<file path="src/rtl/tlb_op_ctrl_if.sv">
// tlb_op_pkg: TLB entry and search-result types plus op-code encodings.
// tlb_op_ctrl_if: request/response bundle between the CSR unit (master)
// and tlb_op_ctrl (slave).
package tlb_op_pkg;

    typedef struct packed {
        logic [18:0] vppn;
        logic [5:0]  ps;
        logic        g;
        logic [9:0]  asid;
        logic        e;
        logic [19:0] ppn0;
        logic [1:0]  plv0;
        logic [1:0]  mat0;
        logic        d0;
        logic        v0;
        logic [19:0] ppn1;
        logic [1:0]  plv1;
        logic [1:0]  mat1;
        logic        d1;
        logic        v1;
    } tlb_entry_t;

    // index is sized for the largest supported TLB; users take the low TLBIDLEN bits
    typedef struct packed {
        logic        found;
        logic [7:0]  index;
        logic [19:0] ppn;
        logic [5:0]  ps;
        logic [1:0]  plv;
        logic [1:0]  mat;
        logic        d;
        logic        v;
    } tlb_result_t;

    localparam logic [2:0] OP_SRCH = 3'd0;
    localparam logic [2:0] OP_RD   = 3'd1;
    localparam logic [2:0] OP_WR   = 3'd2;
    localparam logic [2:0] OP_FILL = 3'd3;
    localparam logic [2:0] OP_INV  = 3'd4;

endpackage

interface tlb_op_ctrl_if #(
    parameter int TLBIDLEN = 4
) ();
    import tlb_op_pkg::*;

    logic                op_valid;
    logic                op_ready;
    logic [2:0]          op_code;
    logic [TLBIDLEN-1:0] csr_index;
    logic [18:0]         csr_vppn;
    logic [9:0]          csr_asid;
    tlb_entry_t          csr_entry;
    logic [4:0]          inv_op;
    logic [9:0]          inv_asid;
    logic [31:0]         inv_va;
    logic                done;
    logic [2:0]          done_op;
    logic                op_err;
    logic                res_ne;
    logic [TLBIDLEN-1:0] res_index;
    tlb_entry_t          res_entry;
    logic                refetch_req;

    modport master (
        output op_valid, op_code, csr_index, csr_vppn, csr_asid, csr_entry,
               inv_op, inv_asid, inv_va,
        input  op_ready, done, done_op, op_err, res_ne, res_index, res_entry,
               refetch_req
    );

    modport slave (
        input  op_valid, op_code, csr_index, csr_vppn, csr_asid, csr_entry,
               inv_op, inv_asid, inv_va,
        output op_ready, done, done_op, op_err, res_ne, res_index, res_entry,
               refetch_req
    );
endinterface

</file>
<file path="src/rtl/tlb_op_ctrl.sv">
// tlb_op_ctrl: sequences TLBSRCH/TLBRD/TLBWR/TLBFILL/INVTLB against the TLB.
// IDLE accepts and loads the TLB port registers, EXEC is the single cycle the
// TLB sees the strobe, RESP returns a one-cycle done pulse with results.
// Optional macro TLB_FILL_LFSR_EN: FILL victim index comes from a 16-bit
// Fibonacci LFSR (taps 16,14,13,11) instead of a free-running up-counter.
module tlb_op_ctrl
    import tlb_op_pkg::*;
#(
    parameter int TLBNUM   = 16,
    parameter int TLBIDLEN = 4
) (
    input  logic                clk,
    input  logic                resetn,
    tlb_op_ctrl_if.slave        op,
    output logic [18:0]         s2_vppn,
    output logic                s2_va_bit12,
    output logic [9:0]          s2_asid,
    input  tlb_result_t         s2_result,
    output logic                we,
    output logic [TLBIDLEN-1:0] w_index,
    output tlb_entry_t          w_entry,
    output logic [TLBIDLEN-1:0] r_index,
    input  tlb_entry_t          r_entry,
    output logic                invtlb_valid,
    output logic [4:0]          invtlb_op,
    output logic [9:0]          invtlb_asid,
    output logic [31:0]         invtlb_va
);

    typedef enum logic [1:0] {
        ST_IDLE = 2'd0,
        ST_EXEC = 2'd1,
        ST_RESP = 2'd2
    } state_t;

    state_t              state_r;
    logic [2:0]          code_r;
    logic                err_r;
    logic                done_r;
    logic [2:0]          done_op_r;
    logic                op_err_r;
    logic                refetch_r;
    logic                res_ne_r;
    logic [TLBIDLEN-1:0] res_index_r;
    tlb_entry_t          res_entry_r;
    logic [TLBIDLEN-1:0] fill_idx_s;
    logic                unused_s;

    // Undefined op codes, and INVTLB ops beyond 6, complete with an error and no strobe.
    function automatic logic op_illegal(input logic [2:0] code, input logic [4:0] iop);
        return (code > OP_INV) || ((code == OP_INV) && (iop > 5'd6));
    endfunction

    // Feedback bit for the x^16 + x^14 + x^13 + x^11 + 1 Fibonacci LFSR.
    function automatic logic lfsr_fb(input logic [15:0] s);
        return s[15] ^ s[13] ^ s[12] ^ s[10];
    endfunction

`ifdef TLB_FILL_LFSR_EN
    logic [15:0] lfsr_r;

    // Pseudo-random FILL victim source, stepping every cycle.
    always_ff @(posedge clk or negedge resetn) begin
        if (!resetn) begin
            lfsr_r <= 16'hACE1;
        end else begin
            lfsr_r <= {lfsr_r[14:0], lfsr_fb(lfsr_r)};
        end
    end

    assign fill_idx_s = lfsr_r[TLBIDLEN-1:0];
`else
    localparam logic [TLBIDLEN-1:0] LAST_IDX = TLBIDLEN'(TLBNUM - 1);
    logic [TLBIDLEN-1:0] fill_cnt_r;

    // Round-robin FILL victim source, wrapping after the last entry.
    always_ff @(posedge clk or negedge resetn) begin
        if (!resetn) begin
            fill_cnt_r <= '0;
        end else if (fill_cnt_r == LAST_IDX) begin
            fill_cnt_r <= '0;
        end else begin
            fill_cnt_r <= fill_cnt_r + {{(TLBIDLEN-1){1'b0}}, 1'b1};
        end
    end

    assign fill_idx_s = fill_cnt_r;
`endif

    // Sequencer: accept, one strobe cycle at the TLB, then the response pulse.
    always_ff @(posedge clk or negedge resetn) begin
        if (!resetn) begin
            state_r      <= ST_IDLE;
            code_r       <= 3'd0;
            err_r        <= 1'b0;
            s2_vppn      <= 19'd0;
            s2_asid      <= 10'd0;
            we           <= 1'b0;
            w_index      <= '0;
            w_entry      <= '0;
            r_index      <= '0;
            invtlb_valid <= 1'b0;
            invtlb_op    <= 5'd0;
            invtlb_asid  <= 10'd0;
            invtlb_va    <= 32'd0;
            done_r       <= 1'b0;
            done_op_r    <= 3'd0;
            op_err_r     <= 1'b0;
            refetch_r    <= 1'b0;
            res_ne_r     <= 1'b0;
            res_index_r  <= '0;
            res_entry_r  <= '0;
        end else begin
            case (state_r)
                ST_IDLE: begin
                    if (op.op_valid) begin
                        state_r <= ST_EXEC;
                        code_r  <= op.op_code;
                        err_r   <= op_illegal(op.op_code, op.inv_op);
                        case (op.op_code)
                            OP_SRCH: begin
                                s2_vppn <= op.csr_vppn;
                                s2_asid <= op.csr_asid;
                            end
                            OP_RD: begin
                                r_index <= op.csr_index;
                            end
                            OP_WR: begin
                                we      <= 1'b1;
                                w_index <= op.csr_index;
                                w_entry <= op.csr_entry;
                            end
                            OP_FILL: begin
                                we      <= 1'b1;
                                w_index <= fill_idx_s;
                                w_entry <= op.csr_entry;
                            end
                            OP_INV: begin
                                if (op.inv_op <= 5'd6) begin
                                    invtlb_valid <= 1'b1;
                                    invtlb_op    <= op.inv_op;
                                    invtlb_asid  <= op.inv_asid;
                                    invtlb_va    <= op.inv_va;
                                end
                            end
                            default: begin
                            end
                        endcase
                    end
                end
                ST_EXEC: begin
                    state_r      <= ST_RESP;
                    we           <= 1'b0;
                    invtlb_valid <= 1'b0;
                    done_r       <= 1'b1;
                    done_op_r    <= code_r;
                    op_err_r     <= err_r;
                    refetch_r    <= !err_r && ((code_r == OP_WR) || (code_r == OP_FILL) ||
                                               (code_r == OP_INV));
                    case (code_r)
                        OP_SRCH: begin
                            res_ne_r    <= !s2_result.found;
                            res_index_r <= s2_result.found ? s2_result.index[TLBIDLEN-1:0] : '0;
                        end
                        OP_RD: begin
                            res_ne_r    <= !r_entry.e;
                            res_entry_r <= r_entry.e ? r_entry : '0;
                        end
                        default: begin
                        end
                    endcase
                end
                ST_RESP: begin
                    state_r   <= ST_IDLE;
                    done_r    <= 1'b0;
                    op_err_r  <= 1'b0;
                    refetch_r <= 1'b0;
                end
                default: begin
                    state_r <= ST_IDLE;
                end
            endcase
        end
    end

    assign op.op_ready    = (state_r == ST_IDLE);
    assign op.done        = done_r;
    assign op.done_op     = done_op_r;
    assign op.op_err      = op_err_r;
    assign op.res_ne      = res_ne_r;
    assign op.res_index   = res_index_r;
    assign op.res_entry   = res_entry_r;
    assign op.refetch_req = refetch_r;
    assign s2_va_bit12    = 1'b0;

    // Translation fields of the search result are consumed by the CSR unit, not here.
    assign unused_s = ^s2_result;

endmodule

</file>
<file path="src/flat_wrapper.sv">
// flat-port wrapper written by rule: the top's interface ports become plain ports
module tlb_op_ctrl_flat import tlb_op_pkg::*;
#(
    parameter int TLBNUM   = 16,
    parameter int TLBIDLEN = 4
)
  (clk, resetn, s2_vppn, s2_va_bit12, s2_asid, s2_result, we, w_index, w_entry, r_index, r_entry, invtlb_valid, invtlb_op, invtlb_asid, invtlb_va, op_op_valid, op_op_code, op_csr_index, op_csr_vppn, op_csr_asid, op_csr_entry, op_inv_op, op_inv_asid, op_inv_va, op_op_ready, op_done, op_done_op, op_op_err, op_res_ne, op_res_index, op_res_entry, op_refetch_req);
  tlb_op_ctrl_if #(.TLBIDLEN(TLBIDLEN)) op_i ();
  input  logic clk;
  input  logic resetn;
  output logic [18:0] s2_vppn;
  output logic s2_va_bit12;
  output logic [9:0] s2_asid;
  input  tlb_result_t s2_result;
  output logic we;
  output logic [TLBIDLEN-1:0] w_index;
  output tlb_entry_t w_entry;
  output logic [TLBIDLEN-1:0] r_index;
  input  tlb_entry_t r_entry;
  output logic invtlb_valid;
  output logic [4:0] invtlb_op;
  output logic [9:0] invtlb_asid;
  output logic [31:0] invtlb_va;
  input wire logic [$bits(op_i.op_valid)-1:0] op_op_valid;
  input wire logic [$bits(op_i.op_code)-1:0] op_op_code;
  input wire logic [$bits(op_i.csr_index)-1:0] op_csr_index;
  input wire logic [$bits(op_i.csr_vppn)-1:0] op_csr_vppn;
  input wire logic [$bits(op_i.csr_asid)-1:0] op_csr_asid;
  input wire logic [$bits(op_i.csr_entry)-1:0] op_csr_entry;
  input wire logic [$bits(op_i.inv_op)-1:0] op_inv_op;
  input wire logic [$bits(op_i.inv_asid)-1:0] op_inv_asid;
  input wire logic [$bits(op_i.inv_va)-1:0] op_inv_va;
  output wire logic [$bits(op_i.op_ready)-1:0] op_op_ready;
  output wire logic [$bits(op_i.done)-1:0] op_done;
  output wire logic [$bits(op_i.done_op)-1:0] op_done_op;
  output wire logic [$bits(op_i.op_err)-1:0] op_op_err;
  output wire logic [$bits(op_i.res_ne)-1:0] op_res_ne;
  output wire logic [$bits(op_i.res_index)-1:0] op_res_index;
  output wire logic [$bits(op_i.res_entry)-1:0] op_res_entry;
  output wire logic [$bits(op_i.refetch_req)-1:0] op_refetch_req;
  assign op_i.op_valid = op_op_valid;
  assign op_i.op_code = op_op_code;
  assign op_i.csr_index = op_csr_index;
  assign op_i.csr_vppn = op_csr_vppn;
  assign op_i.csr_asid = op_csr_asid;
  assign op_i.csr_entry = op_csr_entry;
  assign op_i.inv_op = op_inv_op;
  assign op_i.inv_asid = op_inv_asid;
  assign op_i.inv_va = op_inv_va;
  assign op_op_ready = op_i.op_ready;
  assign op_done = op_i.done;
  assign op_done_op = op_i.done_op;
  assign op_op_err = op_i.op_err;
  assign op_res_ne = op_i.res_ne;
  assign op_res_index = op_i.res_index;
  assign op_res_entry = op_i.res_entry;
  assign op_refetch_req = op_i.refetch_req;
  tlb_op_ctrl #(.TLBNUM(TLBNUM), .TLBIDLEN(TLBIDLEN)) u_core (.clk(clk), .resetn(resetn), .op(op_i), .s2_vppn(s2_vppn), .s2_va_bit12(s2_va_bit12), .s2_asid(s2_asid), .s2_result(s2_result), .we(we), .w_index(w_index), .w_entry(w_entry), .r_index(r_index), .r_entry(r_entry), .invtlb_valid(invtlb_valid), .invtlb_op(invtlb_op), .invtlb_asid(invtlb_asid), .invtlb_va(invtlb_va));
endmodule
</file>
<file path="config.mk">
export PLATFORM = sky130hd
export DESIGN_NAME = tlb_op_ctrl_flat
export DESIGN_NICKNAME = d
export VERILOG_FILES = /design/src/rtl/tlb_op_ctrl_if.sv /design/src/rtl/tlb_op_ctrl.sv /design/src/flat_wrapper.sv
export SDC_FILE = /design/constraint.sdc
export NUM_CORES = 1
export LEC_CHECK = 0
export CAP_MARGIN = 30
export CORE_AREA = 2 2 223 225
export CTS_BUF_LIST = sky130_fd_sc_hd__clkbuf_4
export DETAILED_ROUTE_END_ITERATION = 16
export DIE_AREA = 0 0 225 227
export HOLD_SLACK_MARGIN = 0.02
export PLACE_DENSITY = 0.55
export SLEW_MARGIN = 0
export SYNTH_ARGS = -nofsm -noshare
export SYNTH_HDL_FRONTEND = slang
export SYNTH_SLANG_ARGS = --single-unit
</file>
<file path="constraint.sdc">
create_clock -name clk -period 2.3 [get_ports clk]
set_clock_uncertainty 0.15 [all_clocks]
set_input_delay 0.69 -clock clk [delete_from_list [all_inputs] [get_ports clk]]
set_output_delay 0.69 -clock clk [all_outputs]
set_load 0.02 [all_outputs]
</file>
==> impl_metrics.ini <==
[power]
p_comb_share_pct = 42.1
power.internal_w = 0.0144
pwr-share-seq_pct = 36.2
p_leak_nw = 8.67
p_total_w = 0.0234
swShare_pct = 38.3
power_density_nw_per_um2 = 1310
p_sw_w = 0.00894
power_frac_clock_pct = 21.7
peakVddDrop_mv = 0.546

[clock_network]
cts_inserted_buffers = 83
h-tree-depth = 3
tritoncts = yes
cts_sinks = 285
path_clk_slew_ps = 70
clockRootBuffer = clkbuf_4
clkLatencyLatePin_ps = 760
clock_path_buffers = 3

[drt]
top_layer = met5
drt_iter0_drc = 296
drc = 0
met3_length_um = 2970
detail-route-antenna-nets = 0
wl_met2_um = 19100
vias_per_cell = 4.09
vias = 8959
wire_per_inst_um = 17.0
wl_met1_um = 14400
drt_wl_total_um = 37300
drt_first_pass_iters = 4

[sta]
slew_viol_final = 0
whs_ps = 249
max_freq_mhz = 422
rsz0062_at_grt = yes
fin_ws_ps = -69.5
hold_viol = 0
min_period_over_period_pct = 103
setup_viol = 1
post-route-min-period_ps = 2370

[run_status]
violations = setup timing
status = complete, but fails checks

[setup_path]
reg2reg_to = u_core.s2_asid[7]$_DFFE_PN0P_
crit_path_end = op_op_ready
r2r-start = u_core.state_r[0]$_DFFE_PN0P_
rrSetupSlack_ps = 200
crit_start = u_core.state_r[0]$_DFFE_PN0P_
worstSetupPathType = reg2out
path_max_fanout = 2
r2r_cells = 7
slowest_stage = dfrtp_1
path_cells = inv_2 -> ha_4 -> buf_12
required_ps = 1460
end_kind = output port
crit_path_max_incr_delay_ps = 390
cp.arrival_ps = 1530
startpoint_type = flop

[logic_synthesis]
synth_edf_count = 0
syn_nets = 1165
yosys.area.top_type = dfrtp_1
synth_top_area_share_pct = 65.1
syn_area_um2 = 11000
synth_cell_types = 36
async_flop_share_pct = 100
avgSynthCellArea_um2 = 12.8
synth_area_leaders = dfrtp_1 65%, mux2_2 17%, nand2_1 6.5%
yosys_warnings = 0
syn_inst = 855
ys_seq_area_share_pct = 65.1
ys.flop_type = dfrtp_1
synth_seq_cells = 285

[global_routing]
grt_max_degree = 61
antenna_found_initial = 3
grt_pass1_vias = 9557
grt-ovfl-total = 0
grt.total_usage_pct = 14.1
grt_pass1_wl_um = 55000

[place]
dp_hpwl_um = 28100
port_buffers = 544
gp_congestion = 0.805
dp.cells = 2024

[finish]
layout_common_cells = 283 x dfrtp_1, 266 x clkdlybuf4s50_1, 215 x buf_2, 191 x nand2_1, 164 x mux2_2
layout-drive-gt1-share_pct = 42.6
fin_util_pct = 36.7
syn2layout_area_growth_pct = 62.8
finalNetCount = 1817
layout.cells.most_common = dfrtp_1
final_cells = 2190

[floorplan]
die_h_um = 227
rows = 81
core_area_um2 = 48500
fp.dieW_um = 225
io_pins = 582
initial_utilization_pct = 22.6
dieArea_um2 = 51100

[worst_hold_path]
hold_path_class = in2reg

[run]
drv_cap = 0
==> flip-flops by register name, summed over array words and instances (netlist names), 4 cells and up <==
signal,cells
u_core.invtlb_asid,10
u_core.r_index,4
u_core.invtlb_va,32
u_core.fill_cnt_r,4
u_core.op.res_index,4
u_core.invtlb_op,5
u_core.w_index,4
u_core.s2_vppn,19
u_core.s2_asid,10
u_core.op.res_entry,89
u_core.w_entry,89
==> cell type report <==
class                      instances  area, um2
sequential                       285       7130
inverter                          10       37.5
antenna                            3       7.51
tap                              622        778
timing repair buffer             617       5170
fill                            4909      30700
multi-input combinational        510       3590
clock inverter                    20        189
clock buffer                     123        923
==> power by group through the flow <==
| stage | sequential [W] | clock (W) | combinational [W] |
|---|---|---|---|
| after global placement | 0.00844 | 0 | 0.0112 |
| after global routing | 0.00872 | 0.00563 | 0.0105 |
| after detailed placement | 0.00853 | 0 | 0.0113 |
| final | 0.00845 | 0.00508 | 0.00983 |
| after floorplan | 0.0111 | 0 | 0.00237 |
| after CTS | 0.00846 | 0.00535 | 0.00982 |
==> layer usage <==
layer / vias to the layer above / global-route usage [%]
li1: 4253 / -
met1: 4331 / 15.8
met2: 309 / 24.1
met3: 64 / 5.77
met4: 2 / 4.98
met5: - / 0
==> worst min-delay path by stage <==
stage | slack (ps) | depth (start not counted) | start | end
2_1_floorplan | 240 | 0 | resetn | u_core.code_r[0]$_DFFE_PN0P_
3_5_place_dp | 320 | 2 | u_core.op.res_entry[79]$_DFFE_PN0P_ | u_core.op.res_entry[79]$_DFFE_PN0P_
4_1_cts | 110 | 4 | r_entry[52] | u_core.op.res_entry[60]$_DFFE_PN0P_
3_3_place_gp | 310 | 2 | u_core.op.res_entry[74]$_DFFE_PN0P_ | u_core.op.res_entry[74]$_DFFE_PN0P_
6_report | 250 | 4 | r_entry[52] | u_core.op.res_entry[60]$_DFFE_PN0P_
5_1_grt | 160 | 4 | r_entry[52] | u_core.op.res_entry[60]$_DFFE_PN0P_
==> critical path, delay by kind of cell (launching register included) <==
family                   cells  cell delay (ps)
adder cells (fa/ha/maj)      1              170
buffers and inverters        2              210
flip-flops                   1              390
==> metrics by stage <==
step	TNS (ps)	setup WS, ps	instance area (um2)
global route	-731	-241	17800
floorplan	0	54.3	11000
detailed placement	-30320	-329	17600
finish	-69.5	-69.5	17800
global placement	-28410	-311	17600
CTS	-592	-205	17700
==> timing repair <==
item                       in CTS  in global routing
resized for setup            1219                 25
setup endpoints to repair     276                 31
hold endpoints to repair      265                  0
setup buffers                  11                  9
pin swaps                       1                  1
hold buffers                    1                  0
==> Yosys cell counts, types with 2 or more instances <==
cell and n:
buf_6 2, mux2_4 10, nand3_1 3, ha_1 5
mux2i_1 2, dfrtp_1 285, mux2_2 164, and2_1 2
o22ai_1 5, o21ai_0 101, nand2_1 191, a21oi_1 3
inv_1 10, clkbuf_1 28, a31oi_1 2, buf_2 19
nor2_1 4
==> logic make-up (layout without fill, tap and decap cells) <==
logic type / count (synthesis) / after routing / share of synthesized area, %
DFF: 285 / 285 / 65.1
and+or+nand+nor: 212 / 212 / 7.95
muxes: 176 / 176 / 18.4
AOI/OAI and AO/OA: 115 / 115 / 5.45
buffers and inverters: 60 / 770 / 2.44
adders and majority gates: 5 / 5 / 0.571
other: 1 / 4 / 0.0342
xor gates and xnor gates: 1 / 1 / 0.0799
Note: power is estimated with default switching activity, not from simulation.
